[src/rtl/eth_frame_arbiter_pkg.sv]
// Shared types and helpers for the Ethernet frame arbiter: FIFO word layout,
// arbiter FSM states and the one-hot to index conversion used for the rr pointer.
package eth_frame_arbiter_pkg;

  localparam int ETH_DATA_W = 64;
  localparam int SOP_BIT    = 64;
  localparam int EOP_BIT    = 65;
  localparam int PTR_W      = 3;

  typedef struct packed {
    logic                  eop;
    logic                  sop;
    logic [ETH_DATA_W-1:0] data;
  } eth_word_t;

  typedef enum logic [1:0] {
    IDLE,
    XFER,
    DROP
  } arb_state_t;

  function automatic logic [PTR_W-1:0] onehot2idx(input logic [7:0] oh);
    logic [PTR_W-1:0] idx;
    idx = '0;
    for (int i = 0; i < 8; i++) begin
      if (oh[i]) idx = PTR_W'(i);
    end
    return idx;
  endfunction

endpackage

[src/rtl/eth_frame_arbiter_if.sv]
// Bundle of ingress FIFO request signals and the egress word port of the arbiter.
// master is the arbiter side; slave is the FIFO/downstream side.
interface eth_frame_arbiter_if #(
  parameter int NUM_PORTS = 2,
  parameter int DATA_W    = 64
);

  logic [NUM_PORTS-1:0]            reqEmpty;
  logic [NUM_PORTS*(DATA_W+2)-1:0] reqData;
  logic [NUM_PORTS-1:0]            reqRdEn;
  logic [DATA_W-1:0]               outData;
  logic                            outSop;
  logic                            outEop;
  logic                            outvld;
  logic                            outReady;
  logic [NUM_PORTS-1:0]            grant;
  logic                            errNoSop;
  logic                            errOversize;

  modport master (
    input  reqEmpty, reqData, outReady,
    output reqRdEn, outData, outSop, outEop, outvld, grant, errNoSop, errOversize
  );

  modport slave (
    output reqEmpty, reqData, outReady,
    input  reqRdEn, outData, outSop, outEop, outvld, grant, errNoSop, errOversize
  );

endinterface

[src/rtl/eth_frame_arbiter_rr_arbiter.sv]
// Combinational round-robin pick: first requester after i_ptr (wrapping), one-hot.
// The pointer register itself is owned by the parent FSM.
module eth_frame_arbiter_rr_arbiter
  import eth_frame_arbiter_pkg::*;
#(
  parameter int N = 2
) (
  input  logic [N-1:0]     i_req,
  input  logic [PTR_W-1:0] i_ptr,
  output logic [N-1:0]     o_gnt
);

  logic w_found;

  // i walks priority order (ptr+1 first); j finds the port at that rank
  always_comb begin
    o_gnt   = '0;
    w_found = 1'b0;
    for (int i = 1; i <= N; i++) begin
      for (int j = 0; j < N; j++) begin
        if (!w_found && i_req[j] && (j == (int'(i_ptr) + i) % N)) begin
          o_gnt[j] = 1'b1;
          w_found  = 1'b1;
        end
      end
    end
  end

endmodule

[src/rtl/eth_frame_arbiter.sv]
// Frame-level round-robin arbiter: grants one ingress FIFO for a whole frame,
// forwards its words through a single output register and polices SOP/length.
module eth_frame_arbiter
  import eth_frame_arbiter_pkg::*;
#(
  parameter int NUM_PORTS       = 2,
  parameter int DATA_W          = 64,
  parameter int MAX_FRAME_WORDS = 190
) (
  input  logic                clk,
  input  logic                resetN,
  eth_frame_arbiter_if.master bus
);

  localparam int              WORD_W   = DATA_W + 2;
  localparam int              CNT_W    = $clog2(MAX_FRAME_WORDS + 1);
  localparam logic [CNT_W-1:0] CNT_LAST = CNT_W'(MAX_FRAME_WORDS - 1);

  arb_state_t           r_state, w_state_nxt;
  logic [PTR_W-1:0]     r_ptr, w_ptr_nxt;
  logic [NUM_PORTS-1:0] r_grant, w_grant_nxt;
  logic [CNT_W-1:0]     r_cnt, w_cnt_nxt;
  logic [DATA_W-1:0]    r_outData, w_outData_nxt;
  logic                 r_outSop, w_outSop_nxt;
  logic                 r_outEop, w_outEop_nxt;
  logic                 r_outvld, w_outvld_nxt;
  logic                 r_errNoSop, w_errNoSop_nxt;
  logic                 r_errOversize, w_errOversize_nxt;

  logic [NUM_PORTS-1:0] w_req;
  logic [NUM_PORTS-1:0] w_pick;
  logic [WORD_W-1:0]    w_head;
  logic                 w_headVld;
  logic                 w_headSop;
  logic                 w_headEop;
  logic                 w_pop;

  assign w_req = ~bus.reqEmpty;

  eth_frame_arbiter_rr_arbiter #(.N(NUM_PORTS)) u_rr (
    .i_req (w_req),
    .i_ptr (r_ptr),
    .o_gnt (w_pick)
  );

  always_comb begin
    w_head    = '0;
    w_headVld = 1'b0;
    for (int p = 0; p < NUM_PORTS; p++) begin
      if (r_grant[p]) begin
        w_head    = bus.reqData[p*WORD_W +: WORD_W];
        w_headVld = !bus.reqEmpty[p];
      end
    end
  end

  assign w_headSop = w_head[DATA_W];
  assign w_headEop = w_head[DATA_W+1];

  // DROP drains the tail regardless of the output register
  always_comb begin
    case (r_state)
      XFER:    w_pop = w_headVld && (!r_outvld || bus.outReady);
      DROP:    w_pop = w_headVld;
      default: w_pop = 1'b0;
    endcase
  end

  assign bus.reqRdEn = r_grant & {NUM_PORTS{w_pop}};

  always_comb begin
    w_state_nxt       = r_state;
    w_grant_nxt       = r_grant;
    w_ptr_nxt         = r_ptr;
    w_cnt_nxt         = r_cnt;
    w_outData_nxt     = r_outData;
    w_outSop_nxt      = r_outSop;
    w_outEop_nxt      = r_outEop;
    w_outvld_nxt      = r_outvld && !bus.outReady;
    w_errNoSop_nxt    = 1'b0;
    w_errOversize_nxt = 1'b0;
    case (r_state)
      IDLE: begin
        if (|w_pick) begin
          w_grant_nxt = w_pick;
          w_ptr_nxt   = onehot2idx(8'(w_pick));
          w_cnt_nxt   = '0;
          w_state_nxt = XFER;
        end
      end
      XFER: begin
        if (w_pop) begin
          if (r_cnt == '0 && !w_headSop) begin
            w_errNoSop_nxt = 1'b1;
          end else begin
            w_outData_nxt = w_head[DATA_W-1:0];
            w_outSop_nxt  = w_headSop;
            w_outEop_nxt  = w_headEop;
            w_outvld_nxt  = 1'b1;
            w_cnt_nxt     = r_cnt + CNT_W'(1);
            if (w_headEop) begin
              w_state_nxt = IDLE;
              w_grant_nxt = '0;
            end else if (r_cnt == CNT_LAST) begin
              w_outEop_nxt      = 1'b1;
              w_errOversize_nxt = 1'b1;
              w_state_nxt       = DROP;
            end
          end
        end
      end
      DROP: begin
        if (w_pop && w_headEop) begin
          w_state_nxt = IDLE;
          w_grant_nxt = '0;
        end
      end
      default: w_state_nxt = IDLE;
    endcase
  end

  always_ff @(posedge clk or negedge resetN) begin
    if (!resetN) begin
      r_state       <= IDLE;
      r_ptr         <= PTR_W'(NUM_PORTS - 1);
      r_grant       <= '0;
      r_cnt         <= '0;
      r_outData     <= '0;
      r_outSop      <= 1'b0;
      r_outEop      <= 1'b0;
      r_outvld      <= 1'b0;
      r_errNoSop    <= 1'b0;
      r_errOversize <= 1'b0;
    end else begin
      r_state       <= w_state_nxt;
      r_ptr         <= w_ptr_nxt;
      r_grant       <= w_grant_nxt;
      r_cnt         <= w_cnt_nxt;
      r_outData     <= w_outData_nxt;
      r_outSop      <= w_outSop_nxt;
      r_outEop      <= w_outEop_nxt;
      r_outvld      <= w_outvld_nxt;
      r_errNoSop    <= w_errNoSop_nxt;
      r_errOversize <= w_errOversize_nxt;
    end
  end

  assign bus.outData     = r_outData;
  assign bus.outSop      = r_outSop;
  assign bus.outEop      = r_outEop;
  assign bus.outvld      = r_outvld;
  assign bus.grant       = r_grant;
  assign bus.errNoSop    = r_errNoSop;
  assign bus.errOversize = r_errOversize;

endmodule

[src/flat_wrapper.sv]
// flat-port wrapper written by rule: the top's interface ports become plain ports
module eth_frame_arbiter_flat import eth_frame_arbiter_pkg::*;
#(
  parameter int NUM_PORTS       = 2,
  parameter int DATA_W          = 64,
  parameter int MAX_FRAME_WORDS = 190
)
  (clk, resetN, bus_reqEmpty, bus_reqData, bus_outReady, bus_reqRdEn, bus_outData, bus_outSop, bus_outEop, bus_outvld, bus_grant, bus_errNoSop, bus_errOversize);
  eth_frame_arbiter_if #(.NUM_PORTS(NUM_PORTS), .DATA_W(DATA_W)) bus_i ();
  input  logic clk;
  input  logic resetN;
  input wire logic [$bits(bus_i.reqEmpty)-1:0] bus_reqEmpty;
  input wire logic [$bits(bus_i.reqData)-1:0] bus_reqData;
  input wire logic [$bits(bus_i.outReady)-1:0] bus_outReady;
  output wire logic [$bits(bus_i.reqRdEn)-1:0] bus_reqRdEn;
  output wire logic [$bits(bus_i.outData)-1:0] bus_outData;
  output wire logic [$bits(bus_i.outSop)-1:0] bus_outSop;
  output wire logic [$bits(bus_i.outEop)-1:0] bus_outEop;
  output wire logic [$bits(bus_i.outvld)-1:0] bus_outvld;
  output wire logic [$bits(bus_i.grant)-1:0] bus_grant;
  output wire logic [$bits(bus_i.errNoSop)-1:0] bus_errNoSop;
  output wire logic [$bits(bus_i.errOversize)-1:0] bus_errOversize;
  assign bus_i.reqEmpty = bus_reqEmpty;
  assign bus_i.reqData = bus_reqData;
  assign bus_i.outReady = bus_outReady;
  assign bus_reqRdEn = bus_i.reqRdEn;
  assign bus_outData = bus_i.outData;
  assign bus_outSop = bus_i.outSop;
  assign bus_outEop = bus_i.outEop;
  assign bus_outvld = bus_i.outvld;
  assign bus_grant = bus_i.grant;
  assign bus_errNoSop = bus_i.errNoSop;
  assign bus_errOversize = bus_i.errOversize;
  eth_frame_arbiter #(.NUM_PORTS(NUM_PORTS), .DATA_W(DATA_W), .MAX_FRAME_WORDS(MAX_FRAME_WORDS)) u_core (.clk(clk), .resetN(resetN), .bus(bus_i));
endmodule
[config.mk]
export PLATFORM = sky130hd
export DESIGN_NAME = eth_frame_arbiter_flat
export DESIGN_NICKNAME = d
export VERILOG_FILES = /design/src/rtl/eth_frame_arbiter_pkg.sv /design/src/rtl/eth_frame_arbiter_if.sv /design/src/rtl/eth_frame_arbiter_rr_arbiter.sv /design/src/rtl/eth_frame_arbiter.sv /design/src/flat_wrapper.sv
export SDC_FILE = /design/constraint.sdc
export NUM_CORES = 1
export LEC_CHECK = 0
export ABC_AREA = 1
export BUFFER_PORTS_ARGS = -buffer_cell sky130_fd_sc_hd__buf_2
export CORE_MARGIN = 1.5
export CORE_UTILIZATION = 25
export DETAILED_ROUTE_END_ITERATION = 6
export PLACE_DENSITY = 0.52
export SETUP_SLACK_MARGIN = 0.05
export SLEW_MARGIN = 40
export SYNTH_ARGS = -nofsm -noshare
export SYNTH_HDL_FRONTEND = slang
export SYNTH_SLANG_ARGS = --single-unit
[constraint.sdc]
create_clock -name clk -period 1.6 [get_ports clk]
set_input_delay 0.16 -clock clk [delete_from_list [all_inputs] [get_ports clk]]
set_output_delay 0.16 -clock clk [all_outputs]
set_load 0.02 [all_outputs]
==> results by group, run 1 <==
Run status
  – Outcome: finished with violations
  – Violated checks: negative setup slack

Synthesis
  – Syn_nets: 586
  – Ys Warns: 0
  – Cell Area, Synth: ~4000 um^2
  – Post-synthesis average cell area: slightly below 9 um^2
  – Synth area leaders: dfrtp_1 51%, a22oi_1 12%, nand2_1 12%
  – Synth Register Bits: 82
  – Post-synth cell types: 31
  – Post-Synthesis Cells: 443
  – Post-synth top area cell: dfrtp_1
  – Post-synthesis sequential area ratio: 51.8%
  – Synth top area share: 51.1%

Placement
  – DPL Wire Length: 8920 um
  – Area after DPL: 5480 um^2
  – Post-Place Setup Slack: -0.194 ns
  – Port Buf Inserts: 209
  – GP Congestion: 0.797

Layout
  – Synth-to-layout area growth: 59.3%
  – Number of diodes: 0
  – Layout cell share with drive strength beyond 1: 47.8%
  – Final core area utilization: 41.1%
  – Nets: roughly 840
  – Final Cell Area: 6320 um^2

Clock tree
  – Buffer type at the clock tree root: clkbuf_16
  – H-tree levels: 3
  – Max clock buf depth: 2
  – Clock Pin Slew Worst Setup and Hold Paths: ~0.060 ns
  – Sink Count: 82
  – Total CTS buffers: 9
  – CTS tree: yes
  – Skew-Pair Late Insertion Delay: 0.34 ns

Worst setup path
  – CP startpoint kind: flip-flop
  – Crit-path max FO: 19
  – Reg-to-Reg Start: u_core.r_state[0]$_DFFE_PN0P_
  – Critical path arrival: approximately 2.1 ns
  – CP Class: flip-flop to flip-flop
  – FF-to-FF setup slack: -0.27 ns
  – Worst setup EP type: flip-flop
  – Reg2reg end: u_core.bus.outData[29]$_DFFE_PN0P_
  – Required time of the critical path: 1.86 ns
  – R2R depth: 11

Routing
  – 1st-pass router iterations: 4
  – Wirelength per Cell: 13.9 um
  – Remaining antenna violation count: 0
  – Detailed Route Iter0 Violations: 168
  – Routed via count: 4096
  – Vias per std cell: 4.51
  – Final wirelength: about 13000 um
  – DRC Markers: 0

Floorplanning
  – Core Region: 15400 um^2
  – Die width: 129 um
  – Die area: approximately 17000 um^2
  – Num ports: 210
  – Die Ht: approximately 130 um
  – Cell row count: 45
  – Initial Utilization: 25.8%

STA
  – Slew @ Worst Pin: about 0.45 ns
  – Fin crit period: between 1.5 and 2 ns
  – Final worst-path cycle share: 117%
  – Max-slew violation count: 0
  – Final worst slack: -0.269 ns
  – Endpoints failing setup: 82
  – Layout Skew: between 0.008 and 0.009 ns
  – Max_slew headroom: 69.7%
  – Final Hold Vio Count: 0
  – Hold Slack: between 0.09 and 0.1 ns
  – Fmax: between 500 and 600 MHz
  – RSZ-0062 raised after global routing: yes

Global routing
  – Initial antenna violation count: 0
  – Pin count of the biggest net entering global routing: 46
  – Congestion Overflow GR: 0
  – Vias in the first global route: 3821
  – First-pass GRT wire length: 19000 um
  – GRT Total Usage: 14.8%

Min path
  – Min-delay src: bus_reqEmpty[0]
  – HP Class: primary input to flip-flop
  – Hold path depth: 4
  – WHS Endpoint: u_core.bus.grant[0]$_DFFE_PN0P_

Power
  – Total chip power: 0.00908 W
  – Static Leakage: between 3 and 4 nW
  – Power Density: 1440 nW/um^2
  – Peak VDD IR: 0.00100 V

Run
  – Max-Cap Viols: 0
[placed cells by master (no fill, tap or decap), drive strengths merged, types with 2 or more instances in the layout]
cell / n
inv: 20
ha: 6
clkbuf: 13
clkinv: 6
nand3: 13
nand2: 125
dfrtp: 81
buf: 260
o21ai: 72
a21oi: 2
nor2: 19
a22oi: 64
xor2: 6
[worst max path at each step]
stage	start	end	slack (ns)	cells past startpoint
2_1_floorplan	u_core.r_state[0]$_DFFE_PN0P_	u_core.bus.outData[12]$_DFFE_PN0P_	-0.02	11
3_3_place_gp	u_core.r_state[0]$_DFFE_PN0P_	u_core.r_cnt[4]$_DFFE_PN0P_	-0.12	10
3_5_place_dp	u_core.r_state[0]$_DFFE_PN0P_	u_core.r_cnt[6]$_DFFE_PN0P_	-0.19	10
4_1_cts	u_core.r_state[0]$_DFFE_PN0P_	bus_reqRdEn[0]	-0.21	8
5_1_grt	u_core.r_state[0]$_DFFE_PN0P_	u_core.bus.outData[2]$_DFFE_PN0P_	-0.34	12
6_report	u_core.r_state[0]$_DFFE_PN0P_	u_core.bus.outData[29]$_DFFE_PN0P_	-0.27	11
[through the flow]
step / setup TNS [ns] / cells
6_report: -16.90 / 908
4_1_cts: -12.85 / 897
3_3_place_gp: -1.29 / 868
2_1_floorplan: -0.785 / 443
3_5_place_dp: -3.86 / 868
5_1_grt: -23.53 / 908
[final cells by class]
class | instances | area, um^2
repair buffers | 265 | 1740
inverters | 18 | 82.6
flip-flops and latches | 82 | 2060
clock inverters | 7 | 78.8
fillers | 1551 | 9050
repair inverters | 2 | 22.5
multi-input cells | 314 | 1850
well taps | 211 | 264
clock buffers | 9 | 225
[kinds of logic (layout without fill, tap and decap cells)]
logic type	after synthesis	count (layout)	share of synthesized area, %
adders and majority gates	6	6	1.89
DFF	82	82	51.8
xor gates and xnor gates	6	6	1.33
and+or+nand+nor	159	160	16.0
buffers and inverters	48	301	6.28
AOI/OAI and AO/OA	142	142	22.7
[routing by layer]
metal	GRT usage [%]	vias up	share of wire (%)
met5	0	-	0
met4	4.30	0	1.1
met3	4.28	9	5.4
met2	25.2	112	49
met1	18.2	1937	44
li1	-	2038	-
[flip-flops by register name, indices dropped and copies added, names as in the netlist]
name                    count
u_core.r_cnt                8
u_core.bus.outData         64
u_core.bus.outEop           1
u_core.bus.outSop           1
u_core.r_state              2
u_core.r_ptr                1
u_core.bus.errNoSop         1
u_core.bus.outvld           1
u_core.bus.errOversize      1
u_core.bus.grant            2
[critical path: stages, from the launching register on]
cell       delay [ns]
dfrtp_1          0.38
inv_2            0.06
ha_4             0.28
nand2_4          0.05
a21oi_2          0.12
nand2_2          0.10
buf_6            0.13
nor2_4           0.12
buf_6            0.13
clkinv_8         0.08
clkbuf_16        0.19
o21ai_0          0.15
[timing repair]
action,4_1_cts,5_1_grt
resized for setup,35,40
cloned,4,6
endpoints found under the hold margin,26,0
setup endpoints to repair,81,83
hold buffers,1,0
pin swaps,11,11
buffers inserted,8,5
[report_power, final]
part,total [W],switching (W),internal (W)
Clock,0.00209,0.000866,0.00122
Combinational,0.00416,0.00249,0.00167
Sequential,0.00283,0.000277,0.00256
[Yosys cell counts]
library cell and n:
clkbuf_1 16, nand3b_1 1, xor2_1 6, a211oi_1 1, a21oi_1 1, o21ai_2 4
dfstp_2 1, o21ai_1 57, nor2_1 17, a22oi_1 64, a21oi_2 1, o21a_1 1
nor3_1 1, nand2_2 1, clkbuf_2 1, o21ai_0 11, inv_4 1, nand3_1 13
nor3b_1 1, a22o_1 1, inv_1 16, ha_1 6, dfrtp_1 81, nand2_1 123
inv_2 1, nor2_4 1, buf_6 8, a21boi_1 1, buf_2 4, buf_1 1
nor2_2 1
(Power assumes the default switching activity.)
==> run 2, diff against run 1 <==
Settings changed: CORE_UTILIZATION 25 to 45, PLACE_DENSITY 0.52 to 0.81.
Clock period 1.6 ns to 1.9 ns, I/O delays scaled along.
==> run 2 against run 1 <==
  * The run now ends clean
  * Routed wire length decreased by 13%
  * Via count decreased by 3.5%
  * Largest cell class unchanged
  * Register-to-register slack improved by 0.40 ns
  * Critical path type is now flip-flop to output pin
  * Critical path depth decreased by 4
  * Critical endpoint is now bus_reqRdEn[0]
==> results by group, run 2 (synthesis gave the netlist of run 1 again) <==
STA
  – Final Hold Vio Count: 0 (unchanged)
  – Slew @ Worst Pin: 0.579 ns (was 0.455 ns)
  – Endpoints failing setup: 0 (was 82)
  – Hold Slack: 0.128 ns (was 0.0991 ns)
  – Max_slew headroom: 61.4% (was 69.7%)
  – Layout Skew: 0.0124 ns (was 0.00810 ns)
  – Fmax: 552 MHz
  – Final worst-path cycle share: between 90% and 100%
  – RSZ-0062 raised after global routing: yes (unchanged)
  – Fin crit period: 1.81 ns
  – Max-slew violation count: 0 (unchanged)

Worst setup path
  – CP Class: flip-flop to output pin (was flip-flop to flip-flop)
  – Worst setup EP type: output pin (was flip-flop)
  – CP startpoint: u_core.r_state[0]$_DFFE_PN0P_ (unchanged)
  – Crit-path slowest cell: dfrtp_1 (unchanged)
  – Reg-to-Reg Start: u_core.r_state[0]$_DFFE_PN0P_ (unchanged)
  – Slowest cell delay on critical path: 0.37 ns (was 0.38 ns)
  – CP startpoint kind: flip-flop (unchanged)
  – Top cell family by delay on the critical path: flip-flops (was buffers and inverters)
  – Worst path bufs/invs: 2 (was 5)
  – Critical-path cell list: inv_2, ha_4, nand2_2, a21oi_2, nand2_4, nor2_4, buf_6 (was inv_2, ha_4, nand2_4, a21oi_2, nand2_2, buf_6, nor2_4, buf_6, clkinv_8, clkbuf_16, o21ai_0)
  – Crit-path max FO: 6 (was 19)
  – Critical path arrival: 1.62 ns (was 2.13 ns)
  – Required time of the critical path: 1.71 ns (was 1.86 ns)

Layout
  – Layout cell share with drive strength beyond 1: 40.0% (was 47.8%)
  – Max reg flops: 64 (unchanged)
  – Number of diodes: 0 (unchanged)
  – Synth-to-layout area growth: 38.9% (was 59.3%)
  – Most frequent cells in the layout: 206 x buf_2, 122 x nand2_1, 80 x dfrtp_1, 64 x a22oi_1, 57 x o21ai_1 (was 206 x buf_2, 108 x nand2_1, 79 x dfrtp_1, 64 x a22oi_1, 55 x o21ai_1)
  – Nets: 795 (was 835)
  – Most common cell after layout, fill and taps aside: buf_2 (unchanged)

Power
  – Total chip power: 0.00676 W (was 0.00908 W)
  – Peak VDD IR: 0.000645 V (was 0.00100 V)
  – Power Density: 1230 nW/um^2 (was 1440 nW/um^2)
  – Static Leakage: 2.91 nW (was 3.24 nW)

Clock tree
  – Total CTS buffers: 9 (unchanged)
  – Skew-Pair Late Insertion Delay: 0.35 ns (was 0.34 ns)
  – Max clock buf depth: 2 (unchanged)
  – H-tree levels: 3 (unchanged)
  – Sink Count: 82 (unchanged)
  – Buffer type at the clock tree root: clkbuf_8 (was clkbuf_16)
  – Clock Pin Slew Worst Setup and Hold Paths: 0.09 ns (was 0.06 ns)
  – CTS tree: yes (unchanged)

Global routing
  – Congestion Overflow GR: 0 (unchanged)
  – First-pass GRT wire length: 17400 um (was 19000 um)
  – Initial antenna violation count: 0 (unchanged)
  – Pin count of the biggest net entering global routing: 69 (was 46)
  – Vias in the first global route: 3813 (was 3821)
  – GRT Total Usage: 22.5% (was 14.8%)

Routing
  – Final wirelength: 11000 um (was 12700 um)
  – Routed via count: 3953 (was 4096)
  – Detailed Route Iter0 Violations: 148 (was 168)
  – Vias per std cell: 5.17 (was 4.51)
  – Wirelength per Cell: 14.4 um (was 13.9 um)
  – 1st-pass router iterations: 5 (was 4)
  – Remaining antenna violation count: 0 (unchanged)
  – DRC Markers: 0 (unchanged)

Run status
  – Outcome: complete, no violations (was finished with violations)

Floorplanning
  – Initial Utilization: 45.9% (was 25.8%)
  – Cell row count: 34 (was 45)
  – Core Region: 8640 um^2 (was 15400 um^2)
  – Die width: 96.9 um (was 129 um)
  – Num ports: 210 (unchanged)
  – Die Ht: 96.9 um (was 129 um)
  – Die area: 9380 um^2 (was 16600 um^2)

Placement
  – GP Congestion: 0.874 (was 0.797)
  – DPL Wire Length: 7750 um (was 8920 um)
  – Port Buf Inserts: 209 (unchanged)

Min path
  – HP Class: primary input to flip-flop (unchanged)
  – Min-delay src: bus_reqData[17] (was bus_reqEmpty[0])

Run
  – Max-Cap Viols: 0 (unchanged)
[run 2: cell count changes in the layout (fill, tap and decap cells not counted), moves of 7 or more]
cell       before  now
o21ai_0         4   11
nand2_2        12    2
nand2_1       108  122
o21ai_2        13    4
clkbuf_16      13    2
buf_4          32   13
clkbuf_8        0   11
buf_6          12    1
[run 2: path summary, 6_finish.rpt]
check                      cells after the start  slack (ns)                            endpoint
setup / recovery                               7        0.09                      bus_reqRdEn[0]
hold / removal                                 3        0.13  u_core.bus.outData[17]$_DFFE_PN0P_
setup reg to reg                              10        0.13  u_core.bus.outData[28]$_DFFE_PN0P_
hold reg to reg                                2        0.49  u_core.bus.outData[40]$_DFFE_PN0P_
max in group asynchronous                      3        1.08         u_core.r_cnt[5]$_DFFE_PN0P_
min in group asynchronous                      2        0.18   u_core.bus.outData[4]$_DFFE_PN0P_
[run 2: worst register-to-register path: stages, from the launching register on]
cell and delay (ns):
dfrtp_1 0.37, inv_2 0.06, ha_4 0.27, nand2_2 0.06
a21oi_2 0.15, nand2_4 0.12, nor2_4 0.20, inv_8 0.08
buf_16 0.17, nand2_1 0.08, o21ai_0 0.09
[run 2: stage by stage]
step	cell area [um^2]	setup WS [ns]	setup TNS [ns]	std cells	util, %
after global routing	5510	0.0233	0	765	63.8
final	5510	0.0868	0	765	63.8
after detailed placement	5110	-0.0479	-0.156	741	59.2
after global placement	5110	0.0321	0	741	59.2
after floorplan	3970	0.199	0	443	-
after CTS	5410	0.0661	0	761	62.6
[run 2: timing repair]
item,CTS,global route
gates resized for setup,10,9
hold buffers,1,0
buffers inserted,3,1
pin swaps,3,2
cloned,0,3
endpoints found under the setup margin,31,52
hold endpoints to repair,82,0
[run 2: metal layers]
layer,GRT usage [%],routed length [um]
met1,27.3,4600
met2,39.4,5600
met3,4.48,632
met4,8.81,172
met5,0,0
[run 2: area by class of cell]
class / count / area (um^2)
Inverter: 18 / 75.1
Timing Repair Buffer: 227 / 1290
Tap cell: 108 / 135
Clock buffer: 11 / 151
Fill cell: 746 / 3130
Clock inverter: 5 / 85.1
Multi-Input combinational cell: 314 / 1710
Sequential cell: 82 / 2050
[run 2: power breakdown]
part	switching [W]	internal [W]	leakage, nW
combinational	0.00183	0.00107	1.68
sequential	0.000254	0.00215	1.12
clock	0.000641	0.000819	0.116
total	0.00272	0.00404	2.91
